===== src/rtl/uart_bus_master.sv =====
// UART byte-stream to SoC bus bridge: decodes 'W'/'R' frames, issues one 32-bit
// access per frame and streams the response bytes back to the UART transmitter.
//
// state  | meaning
// IDLE   | waiting for an opcode byte
// ADDR   | collecting 4 address bytes, MSB first
// DATA   | collecting 4 write-data bytes, MSB first
// ACCESS | single bus_en cycle
// WAIT   | counting read latency, then capture bus_din
// RESP   | streaming the response buffer to tx, MSB first
module uart_bus_master #(
  parameter int TIMEOUT_CYCLES = 1000000,
  parameter int RD_LATENCY     = 1
) (
  input  logic        clk,
  input  logic        rst,
  input  logic        rx_valid,
  input  logic [7:0]  rx_data,
  output logic        tx_valid,
  input  logic        tx_ready,
  output logic [7:0]  tx_data,
  output logic [31:0] bus_addr,
  output logic [31:0] bus_dout,
  output logic [3:0]  bus_we,
  output logic        bus_en,
  input  logic [31:0] bus_din,
  output logic        busy,
  output logic        overrun
);

  localparam int TO_W = $clog2(TIMEOUT_CYCLES + 1);
  localparam logic [TO_W-1:0] TO_LOAD = TO_W'(TIMEOUT_CYCLES);
  localparam logic [7:0] OP_WRITE = 8'h57;
  localparam logic [7:0] OP_READ  = 8'h52;
  localparam logic [7:0] RSP_ACK  = 8'h06;
  localparam logic [7:0] RSP_NAK  = 8'h15;

  typedef enum logic [2:0] {IDLE, ADDR, DATA, ACCESS, WAIT, RESP} state_t;

  state_t          state, stateNext;
  logic            isWrite, isWriteNext;
  logic [1:0]      byteCnt, byteCntNext;
  logic [31:0]     addr, addrNext;
  logic [31:0]     wdata, wdataNext;
  logic [31:0]     respBuf, respBufNext;
  logic [2:0]      respLen, respLenNext;
  logic [2:0]      waitCnt, waitCntNext;
  logic [TO_W-1:0] toCnt, toCntNext;
  logic            txValidNext, busEnNext, busyNext, overrunNext;
  logic [7:0]      txDataNext;
  logic [31:0]     busAddrNext, busDoutNext;
  logic [3:0]      busWeNext;

  always_ff @(posedge clk or posedge rst) begin
    if (rst) begin
      state    <= IDLE;
      isWrite  <= 1'b0;
      byteCnt  <= '0;
      addr     <= '0;
      wdata    <= '0;
      respBuf  <= '0;
      respLen  <= '0;
      waitCnt  <= '0;
      toCnt    <= '0;
      tx_valid <= 1'b0;
      tx_data  <= '0;
      bus_en   <= 1'b0;
      bus_we   <= '0;
      bus_addr <= '0;
      bus_dout <= '0;
      busy     <= 1'b0;
      overrun  <= 1'b0;
    end else begin
      state    <= stateNext;
      isWrite  <= isWriteNext;
      byteCnt  <= byteCntNext;
      addr     <= addrNext;
      wdata    <= wdataNext;
      respBuf  <= respBufNext;
      respLen  <= respLenNext;
      waitCnt  <= waitCntNext;
      toCnt    <= toCntNext;
      tx_valid <= txValidNext;
      tx_data  <= txDataNext;
      bus_en   <= busEnNext;
      bus_we   <= busWeNext;
      bus_addr <= busAddrNext;
      bus_dout <= busDoutNext;
      busy     <= busyNext;
      overrun  <= overrunNext;
    end
  end

  always_comb begin
    stateNext   = state;
    isWriteNext = isWrite;
    byteCntNext = byteCnt;
    addrNext    = addr;
    wdataNext   = wdata;
    respBufNext = respBuf;
    respLenNext = respLen;
    waitCntNext = waitCnt;
    toCntNext   = toCnt;
    overrunNext = 1'b0;

    case (state)
      IDLE: begin
        byteCntNext = '0;
        if (rx_valid) begin
          if (rx_data == OP_WRITE || rx_data == OP_READ) begin
            isWriteNext = (rx_data == OP_WRITE);
            toCntNext   = TO_LOAD;
            stateNext   = ADDR;
          end else begin
            respBufNext = {RSP_NAK, 24'h0};
            respLenNext = 3'd1;
            stateNext   = RESP;
          end
        end
      end
      ADDR, DATA: begin
        if (rx_valid) begin
          toCntNext   = TO_LOAD;
          byteCntNext = byteCnt + 2'd1;
          if (state == ADDR) addrNext = {addr[23:0], rx_data};
          else               wdataNext = {wdata[23:0], rx_data};
          if (byteCnt == 2'd3) stateNext = (state == ADDR && isWrite) ? DATA : ACCESS;
        end else if (toCnt <= TO_W'(1)) begin
          // silent abort: partial frame is discarded without a response
          stateNext   = IDLE;
          byteCntNext = '0;
        end else begin
          toCntNext = toCnt - TO_W'(1);
        end
      end
      ACCESS: begin
        overrunNext = rx_valid;
        if (isWrite) begin
          respBufNext = {RSP_ACK, 24'h0};
          respLenNext = 3'd1;
          stateNext   = RESP;
        end else begin
          waitCntNext = 3'd1;
          stateNext   = WAIT;
        end
      end
      WAIT: begin
        overrunNext = rx_valid;
        if (waitCnt == 3'(RD_LATENCY)) begin
          respBufNext = bus_din;
          respLenNext = 3'd4;
          stateNext   = RESP;
        end else begin
          waitCntNext = waitCnt + 3'd1;
        end
      end
      RESP: begin
        overrunNext = rx_valid;
        if (tx_valid && tx_ready) begin
          respBufNext = {respBuf[23:0], 8'h0};
          respLenNext = respLen - 3'd1;
          if (respLen == 3'd1) stateNext = IDLE;
        end
      end
      default: stateNext = IDLE;
    endcase

    if (stateNext != ADDR && stateNext != DATA) toCntNext = '0;

    // outputs are registered copies of what the next state presents
    txValidNext = (stateNext == RESP);
    txDataNext  = (stateNext == RESP) ? respBufNext[31:24] : tx_data;
    busEnNext   = (stateNext == ACCESS);
    busWeNext   = (stateNext == ACCESS && isWriteNext) ? 4'hF : 4'h0;
    busAddrNext = (stateNext == ACCESS) ? addrNext : bus_addr;
    busDoutNext = (stateNext == ACCESS && isWriteNext) ? wdataNext : bus_dout;
    busyNext    = (stateNext != IDLE);
  end

endmodule


===== config.mk =====
export PLATFORM = sky130hd
export DESIGN_NAME = uart_bus_master
export DESIGN_NICKNAME = d
export VERILOG_FILES = /design/src/rtl/uart_bus_master.sv
export SDC_FILE = /design/constraint.sdc
export NUM_CORES = 1
export LEC_CHECK = 0
export BUFFER_PORTS_ARGS = -buffer_cell sky130_fd_sc_hd__buf_2
export CORE_UTILIZATION = 35
export DETAILED_ROUTE_END_ITERATION = 8
export PLACE_DENSITY = 0.55
export SYNTH_ARGS = -nofsm -noshare
export SYNTH_HDL_FRONTEND = slang
export SYNTH_SLANG_ARGS = --single-unit

===== constraint.sdc =====
create_clock -name clk -period 7.83 [get_ports clk]
set_input_delay 0.3915 -clock clk [delete_from_list [all_inputs] [get_ports clk]]
set_output_delay 0.3915 -clock clk [all_outputs]
set_load 0.05 [all_outputs]

* Word-level counts from Yosys, hierarchy flattened *
Cells that the tools add are included.

operators by class
  add/sub/neg operators = 4
  order comparisons = 1
  eq/ne operators = 25
  mux-type cells = 46
  reductions and logical operators = 17

operators by type and width
  operator                 count
  $mux W32                 11
  $pmux W32 S4             1
  $mux W20                 5
  $mux W3                  15
  $pmux W20 S2             1
  $le A20 B1 Y1 const B    1
  $sub A20 B1 Y20 const B  1
  $eq A8 B7 Y1 const B     2
  $pmux W3 S5              1
  $ne A2 B2 Y1 const B     7
  $pmux W3 S4              1
  $eq A3 B1 Y1 const B     3
  $eq A3 B2 Y1 const B     3
  $eq A3 B3 Y1 const B     3
  $ne A3 B3 Y1 const B     3
  $mux W1                  6
  $pmux W3 S2              1
  $reduce_and A6 Y1        1
  $reduce_bool A3 Y1       2
  $logic_and A1 B1 Y1      4
  $mux W2                  2
  $mux W4                  1
  $ne A4 B4 Y1 const B     1
  $pmux W2 S2              1
  other kinds (15)         16

storage, ports and cells
  flip-flop bits (word level) = 208
  input port bits = 44

* Longest topological paths before layout *
Gate-level depths: netlist of the first run.

  depth in word-level cells = 10
  depth in mapped cells = 11
  gate-level depth less buffers = 8

* Worst setup path before layout of the first run *
Ideal clock, no wire load.

  path kind = register -> register
  from = register toCnt[2]
  to = register bus_dout[10]
  arrival time = 2.426 ns
  data required time = 7.702 ns
  slack = 5.276 ns
  cell stages (with the launch flop) = 10
  cell sequence = dfrtp_1 > or4_1 > buf_2 > nor3_1 > a211oi_2 > o21ai_4 > nand2b_1 > buf_4 > buf_6 > mux2_1

between the ends
  word-level cells in the longest chain between the ends = 6

ends and longest elaborated chain
  what                    RTL line  text
  from (decl)             48        logic [TO_W-1:0] toCnt, toCntNext;
  from (signal assigned)  82        toCnt <= toCntNext;
  $le A20 B1 Y1           128       end else if (toCnt <= TO_W'(1)) begin
  $mux W3                 128
  $mux W3                 122       if (rx_valid) begin
  $pmux W3 S5             106       case (state)
  $eq A3 B2 Y1            176       busDoutNext = (stateNext == ACCESS && isWriteNext) ? wdataNext : bus_dout;
  $logic_and A1 B1 Y1     176
  to (signal assigned)    88        bus_dout <= busDoutNext;
  to (decl)               23        output logic [31:0] bus_dout,

Every way passes these cells.
A chain may end at the register's enable or synchronous reset.

* Worst setup path in the final report of the first run *
  from = register state[0]
  to = register bus_dout[24]

between the ends
  word-level cells in the longest chain between the ends = 8
  elaborated cells on any way between the ends = 23
  classes of those cells = 6 x eq/ne; 13 x mux; 4 x reduce/logical

ends and longest elaborated chain
  what                    RTL line       text
  from (decl)             40             state_t state, stateNext;
  from (signal assigned)  74             state <= stateNext;
  $eq A3 B1 Y1            106, 125, 127
  $logic_and A1 B1 Y1     127            if (byteCnt == 2'd3) stateNext = (state == ADDR && isWrite) ? DATA : ACCESS;
  $mux W1                 127
  $mux W3                 127
  $mux W3                 122
  $pmux W3 S5             106
  $eq A3 B2 Y1            176
  $logic_and A1 B1 Y1     176

Parallel ways exist; a longest one is shown, timed or not.

==> results.md, run 1 <==
* Share of post-route cells with drive strength above 1 at 0.359
* LEAKAGE at 5.30 nW
* Post-CTS setup buffers at 0
* Mean post-synth cell area at 13.1 um2
* Sequential area share after synthesis at 0.598
* Die Width at 159 um
* Final Net Count at 821
* DP Wirelength at 11900 um
* Area delta synth->final at 19.6%
* Maximum clock frequency at ~280 MHz
* Most frequent cell after synthesis: dfrtp_1
* Clk slew on worst S/H paths at roughly 60 ps
* Synth unique cells at between 50 and 60
* FF-to-FF setup slack at roughly 4200 ps
* Dominant synthesized flop cell: dfrtp_1
* Placer congestion estimate at 0.822
* Worst reg2reg endpoint: bus_dout[24]$_DFFE_PP0P_
* Synth area leaders: dfrtp_1, mux2_2, mux2_1
* Post-synth EDFFs at 0
* WS Path Type: reg -> reg
* Routed WL per cell at 16.2 um
* Pwr Total at 0.00324 W
* Syn Inst Count at 654
* Worst r2r path cells at 7
* DRC viols at 0
* HP Class: in -> async
* Outcome: finished, final reports clean
* Crit path from: state[0]$_DFF_PP0_
* Syn Nets at around 710
* DRT iter0 DRCs at 335
* Routed Antenna Nets at 0
* Sink Count at ~210
* Endpoints failing setup at 0
* Ys Warns at 0
* Clock Skew at about 13 ps
* Cell area power density at 316 nW/um2
* Row count at 56
* Final TNS setup at 0 ps
* CTS Buffer Depth at 3
* Drt via density at approximately 4.9
* GRT overflow at 0
* Data required, critical path at 8230 ps
* Final Hold Fails at 0
* Ports at 124
* # resized after CTS at 0
* Unrepaired setup endpoints after global routing: false
* Hold_buf cts at 0
* Hold_ws at 57.2 ps
* PortBufs at 123
* Die H at 159 um
* DRT Pass-1 Iters at 7
* Core ar. at 23800 um2
* Crit. End Element: register
* Starting Density at 0.361
* Crit Path Max Fanout at 35
* CTS Buf Count at 23
* Final Cycle Share at 0.461
* Worst reg2reg path startpoint: state[0]$_DFF_PP0_
* First-pass GRT wire length at 29700 um
* Placed cell count at about 1100
* Vias at roughly 5500
* Initial antenna violation count at 1
* Insertion delay to the later sink of the worst-skew pair at 520 ps
* FFs w/ async S/R, synth at 1.00
* Total GRT Usage at 0.149
* Count of state elements after synthesis at 205
* WL final at 17900 um
* # H-tree levels at 1
* CP arrival at 4010 ps
* Synth top area share at 0.598
* Crit path capture: bus_dout[24]$_DFFE_PP0P_
* Slew Limit Fails at 0
* Post-Layout Cell Count at 1105
* Commonest cells post-synth: dfrtp_1, mux2_2, inv_1
* Die area at 25100 um2
* Post-synth top area cell: dfrtp_1
* TritonCTS clock tree: done
* Post-Syn Area at approximately 8600 um2
* CP startpoint kind: register
* Final core utilization at 0.432
* Vias in the first global route at 5623
* Crit path time final at 3610 ps
* Number of max-cap violations at 0
* Least-Margin Pin Slew at 1000 ps
* Slew HR at 0.332
* VDD IR max at about 0.19 mV
* Root Buffer: clkbuf_16
* Largest net degree at the start of global routing at 145
-- cells by family (layout without fill, tap and decap cells) --
group / count (synthesis) / after routing / synth area share
multiplexers: 135 / 135 / 0.177
flip-flops: 205 / 205 / 0.598
buffers and inverters: 73 / 204 / 0.0376
AO/OA/AOI/OAI: 90 / 90 / 0.0794
adder cells (fa/ha/maj): 7 / 7 / 0.0102
AND/OR/NAND/NOR: 129 / 129 / 0.0824
XOR/XNOR: 15 / 15 / 0.0153
other: 0 / 1 / 0
-- cells in the final DEF (no fill, tap or decap), types with 10 or more instances in the layout --
master     synthesis  routed
a22o_1            11      11
clkbuf_16          0      23
a21oi_1           23      23
nor2_1            26      26
nor3_1            14      13
dfrtp_1          205     205
mux2_1            29      29
buf_2              9     123
nand3_1           10      10
mux2_2           104     104
inv_1             35      34
xnor2_1           12      12
o21ai_0           10      10
a222oi_1          20      20
nand2_1           27      27
-- power breakdown --
part | switching (W) | leakage [nW] | total (W) | internal [W]
Sequential | 0.000109 | 2.77 | 0.00135 | 0.00124
Clock | 0.000424 | 0.377 | 0.00109 | 0.000668
Combinational | 0.000490 | 2.16 | 0.000799 | 0.000309
Total | 0.00102 | 5.30 | 0.00324 | 0.00221
-- registers in the layout (all words and copies together) (netlist names), 2 cells and up --
name      count
byteCnt       2
toCnt        20
wdata        32
state         3
bus_addr     32
addr         32
respLen       3
bus_dout     32
respBuf      32
waitCnt       3
tx_data       8
-- per-stage QoR --
| stage | setup slack, ps | area [um2] |
|---|---|---|
| global placement | 4280 | 9480 |
| detailed placement | 4170 | 9480 |
| finish | 4220 | 10300 |
| CTS | 4160 | 10300 |
| global route | 3900 | 10300 |
| floorplan | 1840 | 8580 |
-- how the worst min path moves through the flow --
stage | end | slack (ps)
6_report | bus_we[2]$_DFF_PP0_ | 60
5_1_grt | respBuf[0]$_DFFE_PP0P_ | 90
4_1_cts | respBuf[3]$_DFFE_PP0P_ | 80
3_5_place_dp | respLen[1]$_DFFE_PP0P_ | 470
3_3_place_gp | tx_data[3]$_DFFE_PP0P_ | 470
2_1_floorplan | respBuf[27]$_DFF_PP0_ | 440
-- critical path: stages, from the launching register on --
cell and delay (ps):
dfrtp_1 730, nor2b_1 490, nand2_1 170, o221ai_1 480
o21ai_4 100, buf_4 290, nand2b_2 670, mux2_1 520
-- layout make-up --
class / instances / area [um2]
fill: 2238 / 13500
antenna: 1 / 2.50
multi-input combinational: 376 / 3150
sequential: 205 / 5130
clock inverter: 4 / 88.8
inverter: 35 / 139
tap: 319 / 399
clock buffer: 36 / 684
timing repair buffer: 129 / 661
-- layer usage --
metal	track usage	routed length, um
met5	0	0
met4	0.0348	284
met3	0.0397	1130
met2	0.227	8130
met1	0.210	8340
No activity file was read; power rests on OpenSTA's default activity.
==> inputs of run 2 (changes only) <==
--- a/config.mk
+++ b/config.mk
@@ -5,10 +5,11 @@
 export SDC_FILE = /design/constraint.sdc
 export NUM_CORES = 1
 export LEC_CHECK = 0
+export ABC_AREA = 1
 export BUFFER_PORTS_ARGS = -buffer_cell sky130_fd_sc_hd__buf_2
 export CORE_UTILIZATION = 35
 export DETAILED_ROUTE_END_ITERATION = 8
-export PLACE_DENSITY = 0.55
+export PLACE_DENSITY = 0.57
 export SYNTH_ARGS = -nofsm -noshare
 export SYNTH_HDL_FRONTEND = slang
 export SYNTH_SLANG_ARGS = --single-unit
==> constraint.sdc (replaced) <==
create_clock -name clk -period 3.1 [get_ports clk]
set_input_delay 0.155 -clock clk [delete_from_list [all_inputs] [get_ports clk]]
set_output_delay 0.155 -clock clk [all_outputs]
set_load 0.05 [all_outputs]
==> run 2 against run 1 <==
- wire length rose by 17%
- die area is 4.1% higher
- cell area increased by 7.1%
- worst hold slack worse by 23 ps
- register-to-register slack got worse by 3900 ps
- critical path depth grew 5
- critical endpoint is now bus_dout[31]$_DFFE_PP0P_
- utilization rose by 0.55 points
- worst setup slack got worse by 3900 ps
- sequential cell count is the same
- clock power increased by 150%
- power grew to 3.3 times the previous value
==> results.md, run 2 <==
* Outcome: finished, final reports clean
* Synth area leaders: dfrtp_1, nand2_1, inv_1
* Critical path, cell by cell: inv_1 > ha_1 > nand2_2 > nor2_4 > nand3_1 > nand2_1 > nand2_2 > nand2_1 > nand2_4 > nand3_2 > nand2_1 > nand2_1
* Endpoints failing setup at 0
* CTS Buf Count at 24
* Post-Layout Cell Count at 1492
* Routed Antenna Nets at 0
* Die Width at 162 um
* Commonest non-fill, non-tap cell in the layout: nand2_1
* Vias at 6981
* Final TNS setup at 0 ps
* CP peak stage delay at 660 ps
* Core ar. at roughly 25000 um2
* Crit path time final at 2740 ps
* Slew HR at 0.527
* Sequential area share after synthesis at 0.574
* Crit Path Max Fanout at 37
* Final Net Count at 1196
* GRT overflow at 0
* Row count at 58
* Clk slew on worst S/H paths at 60 ps
* Root Buffer: clkbuf_16
* VDD IR max at approximately 0.41 mV
* Post-Syn Area at 8940 um2
* Most frequent cells in the layout: nand2_1, dfrtp_1, buf_2
* Ys Warns at 0
* DRT iter0 DRCs at 471
* FFs w/ async S/R, synth at 1.00
* Slew Limit Fails at 0
* Unrepaired setup endpoints after global routing: false
* Commonest cells post-synth: nand2_1, dfrtp_1, inv_1
* Data required, critical path at 3490 ps
* Insertion delay to the later sink of the worst-skew pair at 520 ps
* Dominant synthesized flop cell: dfrtp_1
* Maximum clock frequency at 365 MHz
* Syn Inst Count at about 990
* Syn Nets at 1043
* Post-synth EDFFs at 0
* Vias in the first global route at 6986
* Total GRT Usage at 0.166
* Placed cell count at 1413
* Ports at 124
* CTS Buffer Depth at 3
* LEAKAGE at 6.03 nW
* Final Hold Fails at 0
* Synth top area share at 0.574
* DP Wirelength at 13600 um
* Buf/Inv on CP at 1
* DRC viols at 0
* Area delta synth->final at 22.9%
* Sink Count at 205
* Post-synth top area cell: dfrtp_1
* Count of state elements after synthesis at between 200 and 250
* Top Family by Delay on Critical Path: simple AND/OR/NAND/NOR gates
* PortBufs at 123
* Die area at 26200 um2
* Share of post-route cells with drive strength above 1 at 0.184
* Final Cycle Share at 0.884
* WL final at roughly 21000 um
* Largest net degree at the start of global routing at roughly 110
* TritonCTS clock tree: done
* HP Class: in -> reg
* # H-tree levels at 1
* Post-CTS setup buffers at 0
* Initial antenna violation count at 0
* Die H at 162 um
* Number of max-cap violations at 0
* Cell area power density at 959 nW/um2
* Mean post-synth cell area at roughly 9.0 um2
* First-pass GRT wire length at 35600 um
* DRT Pass-1 Iters at 5
* Least-Margin Pin Slew at 708 ps
* Synth unique cells at 38
* CP startpoint kind: register
* Crit. End Element: register
* WS Path Type: reg -> reg
* Cell mode on critical path: nand2_1
* Routed WL per cell at between 10 and 15 um
* Clock Skew at 24.7 ps
* Drt via density at 4.68
* Most frequent cell after synthesis: nand2_1
* Placer congestion estimate at 0.846
* Slowest library cell on the worst path: nand3_2
* CP arrival at 3130 ps
* Final core utilization at 0.437
* Starting Density at 0.356
-- run 2: final timing paths --
path / start / to / slack (ps) / cells past startpoint
min reg2reg: bus_dout[30]$_DFFE_PP0P_ / bus_dout[30]$_DFFE_PP0P_ / 460 / 2
max: toCnt[0]$_DFFE_PP0P_ / bus_dout[31]$_DFFE_PP0P_ / 360 / 12
max reg2reg: toCnt[0]$_DFFE_PP0P_ / bus_dout[31]$_DFFE_PP0P_ / 360 / 12
max in group asynchronous: rst / tx_data[6]$_DFFE_PP0P_ / 1900 / 4
min in group asynchronous: rst / bus_en$_DFF_PP0_ / 240 / 3
min: rx_data[5] / wdata[5]$_DFF_PP0_ / 30 / 3
-- run 2: power breakdown --
part	internal (W)	leakage, nW	switching, W
Sequential	0.00350	2.72	0.000438
Clock	0.00163	0.357	0.00108
Combinational	0.00114	2.95	0.00273
-- run 2: metrics by stage --
step           cell area (um2)  setup slack, ps  total power (W)  hold WS [ps]
3_5_place_dp              9870              353          0.00787           243
2_1_floorplan             8940              287          0.00691           295
6_report                 11000              359           0.0105          33.8
4_1_cts                  11000              319           0.0107          19.7
5_1_grt                  11000             91.8           0.0113          43.5
3_3_place_gp              9870              430          0.00780           242
-- run 2: metal layers --
| layer | track usage | part of all wire | routed length [um] | vias to the layer above |
|---|---|---|---|---|
| met2 | 0.276 | 0.47 | 9960 | 128 |
| met1 | 0.224 | 0.47 | 9850 | 3292 |
| met4 | 0.0515 | 0.023 | 490 | 0 |
| met5 | 0 | 0 | 0 | - |
| met3 | 0.0253 | 0.033 | 699 | 37 |
| li1 | - | - | - | 3524 |
-- run 2: kinds of logic (layout without fill, tap and decap cells) --
family,Yosys count,count (layout),share of synthesized area
other,0,1,0
AO/OA/AOI/OAI,137,137,0.103
AND/OR/NAND/NOR,481,481,0.232
buffers and inverters,152,321,0.0721
flip-flops,205,205,0.574
adder cells (fa/ha/maj),7,7,0.00980
XOR/XNOR,10,10,0.00980
-- run 2: worst reg2reg max path: stages, from the launching register on --
cell and delay, ps:
dfrtp_1 430, inv_1 70, ha_1 240, nand2_2 120
nor2_4 70, nand3_1 80, nand2_1 100, nand2_2 90
nand2_1 80, nand2_4 350, nand3_2 670, nand2_1 240
nand2_1 80
-- run 2: final cells by class --
type	instances	area [um2]
antenna	1	2.50
clock buffer	38	663
clock inverter	4	81.3
fill	2567	14100
inverter	106	402
multi-input combinational	635	3170
sequential	205	5130
tap	330	413
timing repair buffer	173	1120
-- run 2: timing repair --
| item | CTS | global route |
|---|---|---|
| endpoints found under the hold margin | 60 | 0 |
| hold buffers | 36 | 0 |
| resized for setup | 0 | 0 |
